--- src/rtl/nac_stream_writeback_pkg.sv ---
// rtl/nac_stream_writeback_pkg.sv - shared types and constants for the stream writeback block
// Purpose: FSM state encoding, AXI page / word size constants and a small min helper.
// Ports: none (package).
package nac_stream_writeback_pkg;

  typedef enum logic [1:0] {
    NAC_WB_IDLE   = 2'd0,
    NAC_WB_REQ    = 2'd1,
    NAC_WB_DATA   = 2'd2,
    NAC_WB_WAIT_B = 2'd3
  } wb_state_e;

  localparam int NAC_AXI_PAGE_BYTES = 4096;
  localparam int NAC_WORD_BYTES     = 4;

  function automatic logic [12:0] min13(input logic [12:0] a, input logic [12:0] b);
    return (a < b) ? a : b;
  endfunction

endpackage

--- src/rtl/nac_stream_writeback_sync_fifo.sv ---
// rtl/nac_stream_writeback_sync_fifo.sv - synchronous FIFO with first-word fall-through head
// Purpose: generic result buffer (module nac_sync_fifo), shared with the read prefetcher.
// Ports:
//   clk_i, rst_i   clock, synchronous active-high reset
//   clear_i        synchronous flush of all entries
//   push_i/wdata_i write side (ignored when full)
//   pop_i          remove head (ignored when empty)
//   rdata_o        current head word
//   full_o/empty_o/count_o occupancy
module nac_sync_fifo
  import nac_stream_writeback_pkg::*;
#(
  parameter int DEPTH = 64,
  parameter int WIDTH = 32,
  localparam int AW = $clog2(DEPTH),
  localparam int CW = AW + 1
) (
  input  logic             clk_i,
  input  logic             rst_i,
  input  logic             clear_i,
  input  logic             push_i,
  input  logic [WIDTH-1:0] wdata_i,
  input  logic             pop_i,
  output logic [WIDTH-1:0] rdata_o,
  output logic             full_o,
  output logic             empty_o,
  output logic [CW-1:0]    count_o
);

  logic [WIDTH-1:0] mem_q [DEPTH];
  logic [AW-1:0]    wr_ptr_q, wr_ptr_d;
  logic [AW-1:0]    rd_ptr_q, rd_ptr_d;
  logic [CW-1:0]    count_q, count_d;
  logic             push_ok, pop_ok;

  assign full_o  = (count_q == CW'(DEPTH));
  assign empty_o = (count_q == '0);
  assign count_o = count_q;
  assign rdata_o = mem_q[rd_ptr_q];

  assign push_ok = push_i & ~full_o;
  assign pop_ok  = pop_i & ~empty_o;

  // Power-of-two depth lets the pointers wrap by natural overflow.
  assign wr_ptr_d = wr_ptr_q + AW'(push_ok);
  assign rd_ptr_d = rd_ptr_q + AW'(pop_ok);
  assign count_d  = count_q + CW'(push_ok) - CW'(pop_ok);

  always_ff @(posedge clk_i) begin
    if (push_ok) begin
      mem_q[wr_ptr_q] <= wdata_i;
    end
  end

  always_ff @(posedge clk_i) begin
    if (rst_i || clear_i) begin
      wr_ptr_q <= '0;
      rd_ptr_q <= '0;
      count_q  <= '0;
    end else begin
      wr_ptr_q <= wr_ptr_d;
      rd_ptr_q <= rd_ptr_d;
      count_q  <= count_d;
    end
  end

endmodule

--- src/rtl/nac_stream_writeback.sv ---
// rtl/nac_stream_writeback.sv - buffers ALU result words and writes them to DRAM as bursts
// Purpose: FIFO the ALU result stream and drain it as AXI-style write bursts that never
//   cross a 4KB page; flush drains a partial tail and then raises done.
// Optional: NAC_WB_PERF_CNT_EN adds perf_bursts/perf_words/perf_stall saturating counters.
// Ports:
//   clk, rst                   clock, synchronous active-high reset
//   enable, start_addr, flush  run control, destination base, tail drain request
//   done                       flush complete
//   stream_data/valid/ready    ALU result stream
//   mem_addr/len/req/grant     burst address channel (len is N-1)
//   mem_wdata/wvalid/wlast/wready  write data channel
//   mem_bvalid                 write response
module nac_stream_writeback
  import nac_stream_writeback_pkg::*;
#(
  parameter int BURST_LEN  = 16,
  parameter int FIFO_DEPTH = 64
) (
  input  logic        clk,
  input  logic        rst,
  input  logic        enable,
  input  logic [31:0] start_addr,
  input  logic        flush,
  output logic        done,
  input  logic [31:0] stream_data,
  input  logic        stream_valid,
  output logic        stream_ready,
  output logic [31:0] mem_addr,
  output logic [7:0]  mem_len,
  output logic        mem_req,
  input  logic        mem_grant,
  output logic [31:0] mem_wdata,
  output logic        mem_wvalid,
  output logic        mem_wlast,
  input  logic        mem_wready,
  input  logic        mem_bvalid
`ifdef NAC_WB_PERF_CNT_EN
  ,
  output logic [31:0] perf_bursts,
  output logic [31:0] perf_words,
  output logic [31:0] perf_stall
`endif
);

  localparam int CW = $clog2(FIFO_DEPTH) + 1;

  wb_state_e   state_q, state_d;
  logic [31:0] cur_addr_q, cur_addr_d;
  logic [31:0] mem_addr_q, mem_addr_d;
  logic [7:0]  mem_len_q, mem_len_d;
  logic [8:0]  beats_left_q, beats_left_d;
  logic        abort_q, abort_d;
  logic        done_q, done_d;

  logic [CW-1:0] fifo_count;
  logic          fifo_full, fifo_empty, fifo_clear;
  logic [31:0]   fifo_head;
  logic          push, pop, go;
  logic [12:0]   cnt_w, cnt_next, words_left, size_cap, size_w;

  assign push = stream_valid & stream_ready;
  assign pop  = mem_wvalid & mem_wready;

  // abort_q marks an enable drop during an open burst: intake stays closed and the
  // buffered tail is discarded once the burst has retired.
  assign fifo_clear = (state_q == NAC_WB_IDLE) & (~enable | abort_q);

  nac_sync_fifo #(
    .DEPTH (FIFO_DEPTH),
    .WIDTH (32)
  ) u_fifo (
    .clk_i   (clk),
    .rst_i   (rst),
    .clear_i (fifo_clear),
    .push_i  (push),
    .wdata_i (stream_data),
    .pop_i   (pop),
    .rdata_o (fifo_head),
    .full_o  (fifo_full),
    .empty_o (fifo_empty),
    .count_o (fifo_count)
  );

  // Burst size: capped by BURST_LEN, by the words left in the 4KB page and, while
  // flushing, by what is buffered so a partial tail can go out.
  assign cnt_w      = 13'(fifo_count);
  assign words_left = (13'(NAC_AXI_PAGE_BYTES) - {1'b0, cur_addr_q[11:0]}) / 13'(NAC_WORD_BYTES);
  assign size_cap   = min13(13'(BURST_LEN), words_left);
  assign size_w     = flush ? min13(size_cap, cnt_w) : size_cap;
  assign go         = enable & ~abort_q & (cnt_w != 13'd0) & (cnt_w >= size_w);
  assign cnt_next   = fifo_clear ? 13'd0 : (cnt_w + 13'(push) - 13'(pop));

  always_comb begin
    state_d      = state_q;
    cur_addr_d   = cur_addr_q;
    mem_addr_d   = mem_addr_q;
    mem_len_d    = mem_len_q;
    beats_left_d = beats_left_q;
    abort_d      = abort_q;
    if ((state_q != NAC_WB_IDLE) && !enable) begin
      abort_d = 1'b1;
    end
    case (state_q)
      NAC_WB_IDLE: begin
        abort_d = 1'b0;
        if (!enable) begin
          cur_addr_d = start_addr;
        end else if (go) begin
          state_d      = NAC_WB_REQ;
          mem_addr_d   = cur_addr_q;
          mem_len_d    = 8'(size_w - 13'd1);
          beats_left_d = 9'(size_w);
        end
      end
      NAC_WB_REQ: begin
        if (mem_grant) begin
          // beats_left_q still equals the burst size here.
          cur_addr_d = cur_addr_q + 32'(beats_left_q) * 32'(NAC_WORD_BYTES);
          state_d    = NAC_WB_DATA;
        end
      end
      NAC_WB_DATA: begin
        if (pop) begin
          beats_left_d = beats_left_q - 9'd1;
          if (beats_left_q == 9'd1) begin
            state_d = NAC_WB_WAIT_B;
          end
        end
      end
      NAC_WB_WAIT_B: begin
        if (mem_bvalid) begin
          state_d = NAC_WB_IDLE;
        end
      end
      default: state_d = NAC_WB_IDLE;
    endcase
    // Registered from next-state so done rises the cycle after the final bvalid and
    // falls the cycle after a push or an enable drop.
    done_d = flush & enable & (state_d == NAC_WB_IDLE) & (cnt_next == 13'd0);
  end

  always_ff @(posedge clk) begin
    if (rst) begin
      state_q      <= NAC_WB_IDLE;
      cur_addr_q   <= '0;
      mem_addr_q   <= '0;
      mem_len_q    <= '0;
      beats_left_q <= '0;
      abort_q      <= 1'b0;
      done_q       <= 1'b0;
    end else begin
      state_q      <= state_d;
      cur_addr_q   <= cur_addr_d;
      mem_addr_q   <= mem_addr_d;
      mem_len_q    <= mem_len_d;
      beats_left_q <= beats_left_d;
      abort_q      <= abort_d;
      done_q       <= done_d;
    end
  end

  assign mem_req      = (state_q == NAC_WB_REQ);
  assign mem_wvalid   = (state_q == NAC_WB_DATA);
  assign mem_wlast    = mem_wvalid & (beats_left_q == 9'd1);
  assign mem_wdata    = mem_wvalid ? fifo_head : 32'd0;
  assign mem_addr     = mem_addr_q;
  assign mem_len      = mem_len_q;
  assign done         = done_q;
  assign stream_ready = enable & ~fifo_full & ~abort_q & ~rst;

`ifdef NAC_WB_PERF_CNT_EN
  logic [31:0] perf_bursts_q, perf_words_q, perf_stall_q;

  always_ff @(posedge clk) begin
    if (rst) begin
      perf_bursts_q <= '0;
      perf_words_q  <= '0;
      perf_stall_q  <= '0;
    end else begin
      if (mem_req && mem_grant && (perf_bursts_q != '1)) perf_bursts_q <= perf_bursts_q + 32'd1;
      if (pop && (perf_words_q != '1))                  perf_words_q  <= perf_words_q + 32'd1;
      if (stream_valid && !stream_ready && (perf_stall_q != '1)) perf_stall_q <= perf_stall_q + 32'd1;
    end
  end

  assign perf_bursts = perf_bursts_q;
  assign perf_words  = perf_words_q;
  assign perf_stall  = perf_stall_q;
`endif

endmodule

--- config.mk ---
export PLATFORM = sky130hd
export DESIGN_NAME = nac_stream_writeback
export DESIGN_NICKNAME = d
export VERILOG_FILES = /design/src/rtl/nac_stream_writeback_pkg.sv /design/src/rtl/nac_stream_writeback_sync_fifo.sv /design/src/rtl/nac_stream_writeback.sv
export SDC_FILE = /design/constraint.sdc
export NUM_CORES = 2
export LEC_CHECK = 0
export CORE_UTILIZATION = 24
export DETAILED_ROUTE_END_ITERATION = 7
export HOLD_SLACK_MARGIN = 0.08
export PLACE_DENSITY_LB_ADDON = 0.25
export SETUP_SLACK_MARGIN = 0.1
export SLEW_MARGIN = 25
export SYNTH_ARGS = -nofsm -noshare
export SYNTH_HDL_FRONTEND = slang
export SYNTH_SLANG_ARGS = --single-unit
export TNS_END_PERCENT = 1
--- constraint.sdc ---
create_clock -name clk -period 5.5 [get_ports clk]
set_input_delay 1.1 -clock clk [delete_from_list [all_inputs] [get_ports clk]]
set_output_delay 1.1 -clock clk [all_outputs]
set_load 0.005 [all_outputs]
==> results.txt <==
* Result of the run: completed
* Detailed-route wire length per cell: 26.02 microns
* Post-synthesis area per instance: 22.53 sq um
* Global-route track usage on met3: 2.201%
* Via count normalized by instance count: 4.513
* Most Used Layer, Global Route: met2
- Number of buffers created by CTS: 228
- The via count of the first global-routing pass came to 41720.
* Core Region: 0.3473 sq mm
* Max-Cap Viols: 0
- Area growth syn-to-layout: 19.51%
* Setup slack after placement: 696.6 ps
* Highest-count cells in the layout ignoring fill and taps: edfxtp_1, mux4_2, clkbuf_16
- Entering global routing, the biggest net connects 87 pins.
- Across all setup checks in the final design, the least slack found is 130.4 ps.
- CP peak stage delay: 590 ps
- Sequential cells were found to cover 75.71% of the synthesized design area.
- Number of warnings reported in the yosys synthesis log: 0
- Along the worst path, the maximum fanout reaches 11.
- The tightest min-delay check is of the reg2reg type.
* Number of buffer cells added on primary ports: 148
- Crit-path most repeated cell: mux4_2
* Initial Utilization: 24.18%
- Post-Synthesis Cells: 3727
* Placer's final routability congestion estimate: 0.7729
- STA puts the critical path data arrival time at 4270 ps.
- Cells along the critical path: buf_12, buf_16, buf_16, mux4_2, mux4_2, mux4_2, and2_1, clkdlybuf4s50_1
* Number of flip-flops and latches in the synthesized netlist: 2152
- The floorplan has 216 rows.
- Number of violations reported at the end of detailed-routing iteration 0: 3457
* DRC violations left: 0
* Total wirelength of the detailed-routed design: 230800 microns
* Depth of the CTS H-tree: 4
- At the pin with the least slew margin, the transition time is 1081 ps.
* Hold Worst Slack: 472.4 ps
- Global-route wire length before repair: 326100 microns
- When the netlist entered floorplanning its net count stood at 3842.
* Final ANT Viol Nets: 0
- Count of flip-flops with a built-in enable after synthesis: 2048
- No sink is reached through more buffers than the 4 on the longest clock path.
- Power comes to 33.05 mW.
- Global routing finished with a remaining overflow of 0.
- For the final database, setup skew stands at 81.31 ps.
* Total routing resource utilization after global routing: 12.85%
* P_leak: 29.77 nW
- Max-slew violations: 0
- Die X: 593.5 microns
- Met1 layer usage reported by global route: 17.45%
- The library cell used most frequently in the layout, excluding fill and tap cells, is edfxtp_1.
- Setup violations remaining at the end of the flow were counted as 0.
- Setup repair after global routing could not meet its margin everywhere.
- The pre-antenna-repair detailed-routing pass consisted of 5 iterations.
* Async set or reset register ratio after synthesis: 0%
- Num Clock Sinks: 2152
- Fmax: 186.2 MHz
- Hold violation total from the final report: 0
* Clock tree from TritonCTS: yes
- For this design, the slowest cell found on the critical path is mux4_2.
* Placed cell count: 8434
- Normalized max-slew margin: 27.73%
- Dividing total power by cell area gives a power density of 329.3 mW/mm^2.
- Once layout is complete, the cells apart from fillers number 8873.
* Min Clock Period, post-route: 5370 ps
* Count of distinct cell types in the synthesized netlist: 69
- Count of nets after finishing: 4231
- Setup TNS: 0 ps
- GR Util met2: 21.39%
* Worst endpoint required time: 4400 ps
- Across the VDD grid, the largest voltage drop is 0.2398 mV.
- The initial antenna violation count was 34.
* Latest clock arrival within the worst-skew pair: 870 ps
* Total die area: 0.3523 sq mm
* Period Utilization, post-route: 97.63%
- The worst setup path is launched from a flop.
- Once detailed placement completed, the half-perimeter wirelength came to 134400 microns.
- Die H: 593.5 microns
- Of the cells placed in the final design, the portion with a size suffix greater than 1 is 30.22%.
* Clock edge transition at the registers on the reported setup and hold paths: 60 ps
- Total number of vias: 40040
- The tree is rooted in a clkbuf_16.
- Synth Flop Type: edfxtp_1
* Start-to-end type of the worst setup path: reg2out
* I/O Pins: 149
* Combined area of all synthesized cells: 0.08398 sq mm
- The worst setup path is captured at an output port.
[path summary, 6_finish.rpt]
path / startpoint / endpoint / slack [ps] / cells after the start
worst max register to register: cur_addr_q[2] / mem_addr[30] / 660 / 17
worst max-delay path: u_fifo.rd_ptr_q[0] / mem_wdata[5] / 130 / 8
worst min-delay path: mem_len[7] / mem_len[7] / 470 / 2
worst min register to register: mem_len[7] / mem_len[7] / 470 / 2
[kinds of logic (layout without fill, tap and decap cells)]
group | after synthesis | after routing | share of synthesized area, %
other cells | 1 | 7 | 0.004465
xor+xnor | 24 | 24 | 0.2503
fa+ha+maj | 43 | 43 | 0.6675
buf+inv | 232 | 794 | 1.158
flops | 2152 | 2152 | 75.71
compound gates | 189 | 189 | 1.542
mux | 717 | 717 | 18.56
simple gates | 369 | 369 | 2.113
[metrics by stage]
stage                     utilization [%]  area (sq um)
after floorplan                         -         83980
after detailed placement            26.74         92870
final                               28.90        100400
after CTS                           28.88        100300
after global routing                28.90        100400
after global placement              26.73         92820
[area by class of cell]
cell class              instances  area [sq um]
fillers                     33680        246900
flip-flops and latches       2152         63600
multi-input cells            1343         19940
clock buffers                 294          6048
well taps                    4578          5728
repair buffers                358          4160
clock inverters               109         755.7
inverters                      33         123.9
diodes                          6         15.01
[flip-flops by register name, indices dropped and copies added (netlist names)]
register	flops
u_fifo.wr_ptr_q	6
mem_len	8
u_fifo.rd_ptr_q	6
u_fifo.mem_q	2048
u_fifo.count_o	7
mem_addr	32
done	1
abort_q	1
cur_addr_q	32
beats_left_q	9
state_q	2
[synthesized netlist by cell type, drive strengths merged (9+ instances only)]
cell / instances / area share, %
mux2i: 45 / 0.54
mux4: 672 / 18
buf: 88 / 0.51
a211oi: 26 / 0.23
dfxtp: 104 / 2.5
o21ai: 47 / 0.28
ha: 40 / 0.60
nor3: 22 / 0.13
nand4: 9 / 0.067
inv: 32 / 0.14
a311oi: 15 / 0.16
edfxtp: 2048 / 73
and2: 49 / 0.37
nor2: 164 / 0.73
nand2b: 9 / 0.067
nand3: 14 / 0.098
nand2: 53 / 0.24
nor2b: 11 / 0.082
a21oi: 41 / 0.24
clkbuf: 111 / 0.50
xnor2: 17 / 0.18
[critical path, delay by kind of cell (launching register included)]
family | cells | cell delay, ps
muxes | 3 | 1610
DFF | 1 | 460
and+or+nand+nor | 1 | 270
buffers and inverters | 4 | 1020
[timing repair]
action | CTS | global route
endpoints found under the setup margin | 32 | 29
setup buffers | 18 | 1
gates resized for setup | 41 | 1
cloned | 11 | 0
hold buffers | 0 | 0
hold endpoints to repair | 0 | 0
pin swaps | 0 | 0
[power breakdown]
group          switching, mW  internal, mW  total, mW  leakage [nW]
Clock                   6.28          8.11       14.4          3.31
Sequential            0.0502          18.0       18.0          19.3
Combinational          0.466         0.183      0.650          7.21
[per-layer routing]
layer | share of wire, % | wire (microns)
met1 | 44 | 100500
met4 | 2.3 | 5304
met2 | 49 | 112700
met3 | 5.3 | 12310
met5 | 0.0056 | 13
Power figures use the tool's default switching activity.
